## src/rtl/p2s_ctrl_cond_if.sv

```systemverilog
// Handshake and converter-control bundle for the p2s sequencing controller.
// The master side is the controller; the slave side is the striper/converter pair.
interface p2s_ctrl_cond_if #(
  parameter int CNT_W = 16
);
  logic             IN_TX_EN_ctrl;
  logic             IN_VALID_BS;
  logic             OUT_READY_ctrl;
  logic             OUT_ENB_p2s;
  logic             OUT_VALID_p2s;
  logic [2:0]       OUT_CTR_p2s;
  logic             OUT_BUSY_ctrl;
  logic [CNT_W-1:0] OUT_WORDS_ctrl;

  modport master (
    input  IN_TX_EN_ctrl, IN_VALID_BS,
    output OUT_READY_ctrl, OUT_ENB_p2s, OUT_VALID_p2s, OUT_CTR_p2s,
           OUT_BUSY_ctrl, OUT_WORDS_ctrl
  );

  modport slave (
    output IN_TX_EN_ctrl, IN_VALID_BS,
    input  OUT_READY_ctrl, OUT_ENB_p2s, OUT_VALID_p2s, OUT_CTR_p2s,
           OUT_BUSY_ctrl, OUT_WORDS_ctrl
  );
endinterface

```

## src/rtl/p2s_ctrl_cond.sv

```systemverilog
// Sequencer for the 4-lane parallel-to-serial converter: one 32-bit word every
// 8 bit clocks, back-to-back, idle-filled when the striper has nothing ready.
module p2s_ctrl_cond #(
  parameter bit MSB_FIRST = 1'b1,
  parameter int CNT_W     = 16
) (
  input  logic              IN_CLK_p2s,
  input  logic              IN_RESET_p2s,
  p2s_ctrl_cond_if.master   bus
);

  localparam logic [2:0] FIRST = MSB_FIRST ? 3'd7 : 3'd0;
  localparam logic [2:0] LAST  = MSB_FIRST ? 3'd0 : 3'd7;
  // Adding 7 modulo 8 is a decrement, so one adder covers both orders.
  localparam logic [2:0] STEP  = MSB_FIRST ? 3'd7 : 3'd1;

  typedef enum logic [1:0] {
    IDLE = 2'd0,
    LOAD = 2'd1,
    RUN  = 2'd2
  } state_e;

  state_e           state_q, state_d;
  logic [2:0]       ctr_q,   ctr_d;
  logic             valid_q, valid_d;
  logic             busy_q,  busy_d;
  logic [CNT_W-1:0] words_q, words_d;
  logic             load;
  logic             accept;

  always_comb begin
    // NOTE: every variable gets a default first so no path leaves it unassigned,
    // which would otherwise infer a latch.
    state_d = state_q;
    ctr_d   = ctr_q;
    valid_d = valid_q;
    load    = 1'b0;

    case (state_q)
      IDLE: begin
        ctr_d = FIRST;
        if (bus.IN_TX_EN_ctrl) state_d = LOAD;
      end
      LOAD: begin
        load    = 1'b1;
        ctr_d   = FIRST;
        state_d = RUN;
      end
      RUN: begin
        if (ctr_q != LAST) begin
          ctr_d = ctr_q + STEP;
        end else if (bus.IN_TX_EN_ctrl) begin
          load  = 1'b1;
          ctr_d = FIRST;
        end else begin
          state_d = IDLE;
          ctr_d   = FIRST;
          valid_d = 1'b0;
        end
      end
      default: begin
        state_d = IDLE;
        ctr_d   = FIRST;
        valid_d = 1'b0;
      end
    endcase

    // The strobe is combinational, so it must be forced low while reset is held.
    load = load & IN_RESET_p2s;
    if (load) valid_d = bus.IN_VALID_BS;

    accept  = load & bus.IN_VALID_BS;
    busy_d  = (state_d == RUN);
    words_d = words_q + {{(CNT_W-1){1'b0}}, accept};
  end

  always_ff @(posedge IN_CLK_p2s) begin
    // NOTE: non-blocking assignments so every flop samples pre-edge values.
    if (!IN_RESET_p2s) begin
      state_q <= IDLE;
      ctr_q   <= FIRST;
      valid_q <= 1'b0;
      busy_q  <= 1'b0;
      words_q <= '0;
    end else begin
      state_q <= state_d;
      ctr_q   <= ctr_d;
      valid_q <= valid_d;
      busy_q  <= busy_d;
      words_q <= words_d;
    end
  end

  assign bus.OUT_ENB_p2s    = load;
  assign bus.OUT_READY_ctrl = load;
  assign bus.OUT_VALID_p2s  = valid_q;
  assign bus.OUT_CTR_p2s    = ctr_q;
  assign bus.OUT_BUSY_ctrl  = busy_q;
  assign bus.OUT_WORDS_ctrl = words_q;

endmodule

```

## src/flat_wrapper.sv

```systemverilog
// flat-port wrapper written by rule: the top's interface ports become plain ports
module p2s_ctrl_cond_flat 
#(
  parameter bit MSB_FIRST = 1'b1,
  parameter int CNT_W     = 16
)
  (IN_CLK_p2s, IN_RESET_p2s, bus_IN_TX_EN_ctrl, bus_IN_VALID_BS, bus_OUT_READY_ctrl, bus_OUT_ENB_p2s, bus_OUT_VALID_p2s, bus_OUT_CTR_p2s, bus_OUT_BUSY_ctrl, bus_OUT_WORDS_ctrl);
  p2s_ctrl_cond_if #(.CNT_W(CNT_W)) bus_i ();
  input  logic IN_CLK_p2s;
  input  logic IN_RESET_p2s;
  input wire logic [$bits(bus_i.IN_TX_EN_ctrl)-1:0] bus_IN_TX_EN_ctrl;
  input wire logic [$bits(bus_i.IN_VALID_BS)-1:0] bus_IN_VALID_BS;
  output wire logic [$bits(bus_i.OUT_READY_ctrl)-1:0] bus_OUT_READY_ctrl;
  output wire logic [$bits(bus_i.OUT_ENB_p2s)-1:0] bus_OUT_ENB_p2s;
  output wire logic [$bits(bus_i.OUT_VALID_p2s)-1:0] bus_OUT_VALID_p2s;
  output wire logic [$bits(bus_i.OUT_CTR_p2s)-1:0] bus_OUT_CTR_p2s;
  output wire logic [$bits(bus_i.OUT_BUSY_ctrl)-1:0] bus_OUT_BUSY_ctrl;
  output wire logic [$bits(bus_i.OUT_WORDS_ctrl)-1:0] bus_OUT_WORDS_ctrl;
  assign bus_i.IN_TX_EN_ctrl = bus_IN_TX_EN_ctrl;
  assign bus_i.IN_VALID_BS = bus_IN_VALID_BS;
  assign bus_OUT_READY_ctrl = bus_i.OUT_READY_ctrl;
  assign bus_OUT_ENB_p2s = bus_i.OUT_ENB_p2s;
  assign bus_OUT_VALID_p2s = bus_i.OUT_VALID_p2s;
  assign bus_OUT_CTR_p2s = bus_i.OUT_CTR_p2s;
  assign bus_OUT_BUSY_ctrl = bus_i.OUT_BUSY_ctrl;
  assign bus_OUT_WORDS_ctrl = bus_i.OUT_WORDS_ctrl;
  p2s_ctrl_cond #(.MSB_FIRST(MSB_FIRST), .CNT_W(CNT_W)) u_core (.IN_CLK_p2s(IN_CLK_p2s), .IN_RESET_p2s(IN_RESET_p2s), .bus(bus_i));
endmodule
```

## config.mk

```make
export PLATFORM = sky130hd
export DESIGN_NAME = p2s_ctrl_cond_flat
export DESIGN_NICKNAME = d
export VERILOG_FILES = /design/src/rtl/p2s_ctrl_cond_if.sv /design/src/rtl/p2s_ctrl_cond.sv /design/src/flat_wrapper.sv
export SDC_FILE = /design/constraint.sdc
export NUM_CORES = 1
export LEC_CHECK = 0
export BUFFER_PORTS_ARGS = -buffer_cell sky130_fd_sc_hd__buf_2
export CORE_AREA = 4 4 52 89
export CTS_CLUSTER_SIZE = 8
export DETAILED_ROUTE_END_ITERATION = 10
export DIE_AREA = 0 0 56 93
export PLACE_DENSITY = 0.53
export SYNTH_ARGS = -nofsm -noshare
export SYNTH_HDL_FRONTEND = slang
export SYNTH_SLANG_ARGS = --single-unit
```

## constraint.sdc

```tcl
create_clock -name IN_CLK_p2s -period 2.8 [get_ports IN_CLK_p2s]
set_input_delay 0.14 -clock IN_CLK_p2s [delete_from_list [all_inputs] [get_ports IN_CLK_p2s]]
set_output_delay 0.14 -clock IN_CLK_p2s [all_outputs]
set_load 0.005 [all_outputs]
```

* Yosys cells after proc, flatten, opt, wreduce, memory -nomap -nowiden
Index checks and enable logic that the tools add are counted.
** Word-level totals
- Word-level logic and storage cells :: 31
- Input port bits :: 4
- Register bits :: 23
- Output and inout bits :: 23
** Cells by class
- Reduce and logical (&&, ||, !) cells :: 5
- Multiplexer cells :: 11
- $add $sub $neg :: 2
- Bitwise logic cells :: 2
- Equality and inequality tests :: 6
** Operators with widths (count)
- $add A16 B1 Y16 :: 1
- $mux W2 :: 3
- $ne A3 B3 Y1 const B :: 2
- $pmux W2 S3 :: 1
- $reduce_and A3 Y1 :: 2
- $mux W1 :: 5
- $eq A2 B2 Y1 const B :: 2
- $pmux W1 S2 :: 2
- $add A3 B3 Y3 const B :: 1
- $reduce_bool A3 Y1 :: 1
- $and A1 B1 Y1 :: 2
- $eq A2 B1 Y1 const B :: 1
- $logic_not A2 Y1 :: 1
- $ne A2 B1 Y1 const B :: 1
- $reduce_or A2 Y1 :: 1

* Logic depth before layout (Yosys ltp)
- Word-level depth :: 6
- Gate-level depth with buffers :: 11
- Mapped depth without buffers :: 11

* Worst setup path before layout
No wires, ideal clock.
- Path kind :: reg2reg
- From :: register u_core.ctr_q[0], in the netlist u_core.bus.OUT_CTR_p2s[0]
- To :: register u_core.words_q[8], in the netlist u_core.bus.OUT_WORDS_ctrl[8]
- Cell stages (with the launch flop) :: 11
- Library setup time :: 0.071 ns
- Arrival time :: 1.946 ns
- Required time :: 2.729 ns
- Period minus slack after synthesis :: 2.017 ns
- Path buffers :: 0
- Slack :: 0.783 ns
- Cell sequence :: dfxtp_1 -> inv_1 -> ha_1 -> and4b_1 -> o21ai_1 -> nor2_1 -> ha_1 -> ha_1 -> nand4_2 -> or3_1 -> a21oi_1
** Between the ends
- Word-level cells in the longest chain between the ends :: 6
** RTL lines
- from (decl) :: RTL line p2s_ctrl_cond.sv:24 : logic [2:0] ctr_q, ctr_d;
- from (signal assigned) :: RTL line p2s_ctrl_cond.sv:87 : ctr_q <= ctr_d;
- $reduce_bool A3 Y1 :: RTL line p2s_ctrl_cond.sv:50 : if (ctr_q != LAST) begin
- $mux W1 :: RTL line p2s_ctrl_cond.sv:50
- $pmux W1 S2 :: RTL line p2s_ctrl_cond.sv:39 : case (state_q)
- $and A1 B1 Y1 :: RTL line p2s_ctrl_cond.sv:69 : load = load & IN_RESET_p2s;
- $and A1 B1 Y1 :: RTL line p2s_ctrl_cond.sv:72 : accept = load & bus.IN_VALID_BS;
- net u_core.accept :: RTL line p2s_ctrl_cond.sv:29 : logic accept;
- $add A16 B1 Y16 :: RTL line p2s_ctrl_cond.sv:74 : words_d = words_q + {{(CNT_W-1){1'b0}}, accept};
- to (signal assigned) :: RTL line p2s_ctrl_cond.sv:90 : words_q <= words_d;
- to (decl) :: RTL line p2s_ctrl_cond.sv:27 : logic [CNT_W-1:0] words_q, words_d;
The timed path passes the listed nets, and every way through them passes these cells.
A chain may end at the register's enable or synchronous reset.

* Worst setup path after layout
- From :: register u_core.state_q[0]
- To :: register u_core.words_q[14], in the netlist u_core.bus.OUT_WORDS_ctrl[14]
** Between the ends
- Word-level cells in the longest chain between the ends :: 5
- Elaborated cells between the ends (all ways) :: 6
- Those cells by class :: 1 x add/sub; 2 x eq/ne; 1 x mux; 2 x bitwise
** RTL lines
- from (decl) :: RTL line p2s_ctrl_cond.sv:23 : state_e state_q, state_d;
- from (signal assigned) :: RTL line p2s_ctrl_cond.sv:86 : state_q <= state_d;
- $eq A2 B2 Y1 or $eq A2 B1 Y1 (tied branches) :: RTL line p2s_ctrl_cond.sv:39
- $pmux W1 S2 (*) :: RTL line p2s_ctrl_cond.sv:39
- $and A1 B1 Y1 (*) :: RTL line p2s_ctrl_cond.sv:69
- $and A1 B1 Y1 (*) :: RTL line p2s_ctrl_cond.sv:72
- net u_core.accept :: RTL line p2s_ctrl_cond.sv:29
- $add A16 B1 Y16 (*) :: RTL line p2s_ctrl_cond.sv:74
The timed path passes the listed nets; every way through them passes the cells marked *.

==> metrics.cfg <==
[outcome]
status=finished clean

[timing]
max_slew_margin_pct=67.52
setup-violations-final=0
worst_slack_ns=0.5555
fmax_mhz=445.5
finalMaxSlewViolations=0
min_period_ns=2.244
tns_ns=0
finalHoldViolCount=0
rsz0062_at_grt=false
fin_crit_sh_pct=80.16
fin_skew_ns=0.005051
tightestPinTransition_ns=0.4842

[critical_path]
crit_type=reg -> reg
r2r_setup_slack_ns=0.56
critPathLaunchType=flip-flop
r2r-end=u_core.bus.OUT_WORDS_ctrl[14]
cp_slowest_stage_delay_ns=0.34
cp_data_required_time_ns=2.95
cp_cell_sequence=inv_1 -> ha_1 -> and4b_1 -> o21ai_1 -> nor2_1 -> ha_1 -> ha_1 -> nand4_2 -> nor4_2 -> xnor2_1 -> nor2_1
path_depth=11
endpoint_kind=flip-flop
startpoint=u_core.state_q[0]
crit_fanout=6
critPathTopFamily=simple AND/OR/NAND/NOR gates
reg2reg_depth=11
worst-path-buf-inv=1
crit_top_cell=ha_1
cp-endpoint=u_core.bus.OUT_WORDS_ctrl[14]
arrival_ns=2.39
slowest_stage=dfxtp_1
r2r_start=u_core.state_q[0]

[synth]
yosys_warnings=0
synth_top_cell_by_area=dfxtp_1
ys_types=30
ys_ff_latch=23
syn-num-nets=139
ys.flop_type=dfxtp_1
synth_edf_count=0
syn_avg_cell_area_um2=8.997
syn-instance-count=126
syn_area_um2=1134
synth.area.top_cells=dfxtp_1, ha_1, xnor2_1
synth_top_area_share_pct=40.62
seq_area_frac_synth_pct=40.62
synthArstFlopShare_pct=0

[floorplanning]
die_w_um=56
rows=30
start_util_pct=29.04
core_um2=3904
die_y_um=93
dieArea_um2=5208
ios=27

[power_and_ir_drop]
p_leak_nw=0.6253
power_density_nw_per_um2=463.4
irDropWorstVdd_v=0.0003244
power_mw=0.6273

[place]
dp_hpwl_mm=1.859
dp_slack_ns=0.5292
place_congestion=0.7846
numPortBuffers=26

[route]
viasPerCell=4.517
vias=908
totalWireLength_mm=2.323
wire_per_inst_um=11.56
drt-initial-drc-count=6
postRouteAntennaNets=0
drcViolationCount=0
first_pass_iters=4

[min_path]
timing.hold.worst.start=IN_RESET_p2s
hold_class=in -> reg

[clocking]
clock_path_buffers=2
clk_latency_ns=0.26
cts_buffers=3
numClockSinks=23
cts_root_buf=clkbuf_8
holdBufCountCts=0
postCtsSetupBuffers=0
clkSlewWorstSetupHoldPaths_ns=0.09
cts-resized-gates=0
cts_tree=done
h-tree-depth=1

[global_routing]
grt_pass1_vias=959
antenna_found_initial=0
grt_use_total_pct=9.735
grt_pass1_wl_mm=4.119
grt_max_degree=18
grt_overflow=0

[layout]
nets=167
insertedDiodeCount=0
drive_gt1_share_pct=24.18
syn_to_final_growth_pct=19.43

[job]
maxCapViolCount=0

registers in the layout, indices dropped and copies added, names as in the netlist:
signal,cells
u_core.bus.OUT_BUSY_ctrl,1
u_core.bus.OUT_CTR_p2s,3
u_core.bus.OUT_VALID_p2s,1
u_core.bus.OUT_WORDS_ctrl,16
u_core.state_q,2
layout by cell type (no fill, tap or decap), types with 2 or more instances in the layout:
cell type,synthesis,routed
a21oi_1,5,5
and2_1,2,2
buf_2,1,26
clkbuf_8,0,3
dfxtp_1,23,23
ha_1,9,9
inv_1,10,10
mux2i_1,2,2
nand2_1,10,10
nand2b_1,3,3
nand3_1,4,4
nand4_2,2,2
nor2_1,18,18
nor3_1,6,6
nor3b_1,2,2
nor4_2,3,3
o21ai_0,2,2
or3_1,2,2
xnor2_1,10,10
per-stage QoR:
step	hold slack, ns	util (%)	instances	area (um^2)
after global routing	0.2405	34.68	201	1354
after detailed placement	0.3996	33.49	197	1308
final	0.2171	34.68	201	1354
after CTS	0.2223	34.68	201	1354
after global placement	0.3759	33.49	197	1308
after floorplan	0.3871	-	126	1134
cell type report:
class / count / area, um^2
repair buffers: 26 / 130.1
clock buffers: 3 / 41.29
clock inverters: 1 / 5.005
multi-input cells: 89 / 615.6
well taps: 48 / 60.06
inverters: 11 / 41.29
fillers: 440 / 2550
flip-flops and latches: 23 / 460.4
logic make-up after synthesis:
family | after synthesis | synth area share (%)
simple gates | 57 | 29.14
flops | 23 | 40.62
mux | 2 | 1.766
fa+ha+maj | 9 | 9.934
xor+xnor | 11 | 8.499
compound gates | 10 | 4.967
buf+inv | 14 | 5.077
Yosys cell counts, types with 2 or more instances:
| library cell | n |
|---|---|
| nor3b_1 | 2 |
| mux2i_1 | 2 |
| xnor2_1 | 10 |
| nor3_1 | 6 |
| ha_1 | 9 |
| nand2b_1 | 3 |
| nand3_1 | 4 |
| a21oi_1 | 5 |
| nor2_1 | 18 |
| nand2_1 | 10 |
| nor4_2 | 3 |
| or3_1 | 2 |
| nand4_2 | 2 |
| o21ai_0 | 2 |
| dfxtp_1 | 23 |
| inv_1 | 10 |
| and2_1 | 2 |
worst register-to-register path, stage by stage, from the launching register on:
cell	delay, ns
dfxtp_1	0.34
inv_1	0.09
ha_1	0.20
and4b_1	0.20
o21ai_1	0.08
nor2_1	0.22
ha_1	0.19
ha_1	0.20
nand4_2	0.16
nor4_2	0.24
xnor2_1	0.16
nor2_1	0.05
how the worst min path moves through the flow:
| stage | endpoint | slack [ns] | cells after the start |
|---|---|---|---|
| 2_1_floorplan | u_core.bus.OUT_CTR_p2s[0] | 0.39 | 1 |
| 3_3_place_gp | u_core.bus.OUT_CTR_p2s[0] | 0.38 | 1 |
| 3_5_place_dp | u_core.bus.OUT_CTR_p2s[0] | 0.40 | 1 |
| 4_1_cts | u_core.bus.OUT_WORDS_ctrl[13] | 0.22 | 3 |
| 5_1_grt | u_core.bus.OUT_WORDS_ctrl[1] | 0.24 | 2 |
| 6_report | u_core.bus.OUT_WORDS_ctrl[13] | 0.22 | 3 |
layer usage:
layer  track usage (%)  part of all wire (%)  up-vias
met1             9.837                    40      418
met4             3.564                  0.73        0
li1                  -                     -      472
met5                 0                     0        -
met2             18.95                    55       16
met3             2.072                   4.1        2
report_power, final:
| group | switching [mW] | internal, mW | leakage [nW] |
|---|---|---|---|
| Combinational | 0.0442 | 0.0308 | 0.414 |
| Clock | 0.107 | 0.0993 | 0.0255 |
| Sequential | 0.00827 | 0.338 | 0.186 |
| Total | 0.160 | 0.468 | 0.625 |
Note: power is estimated with default switching activity, not from simulation.
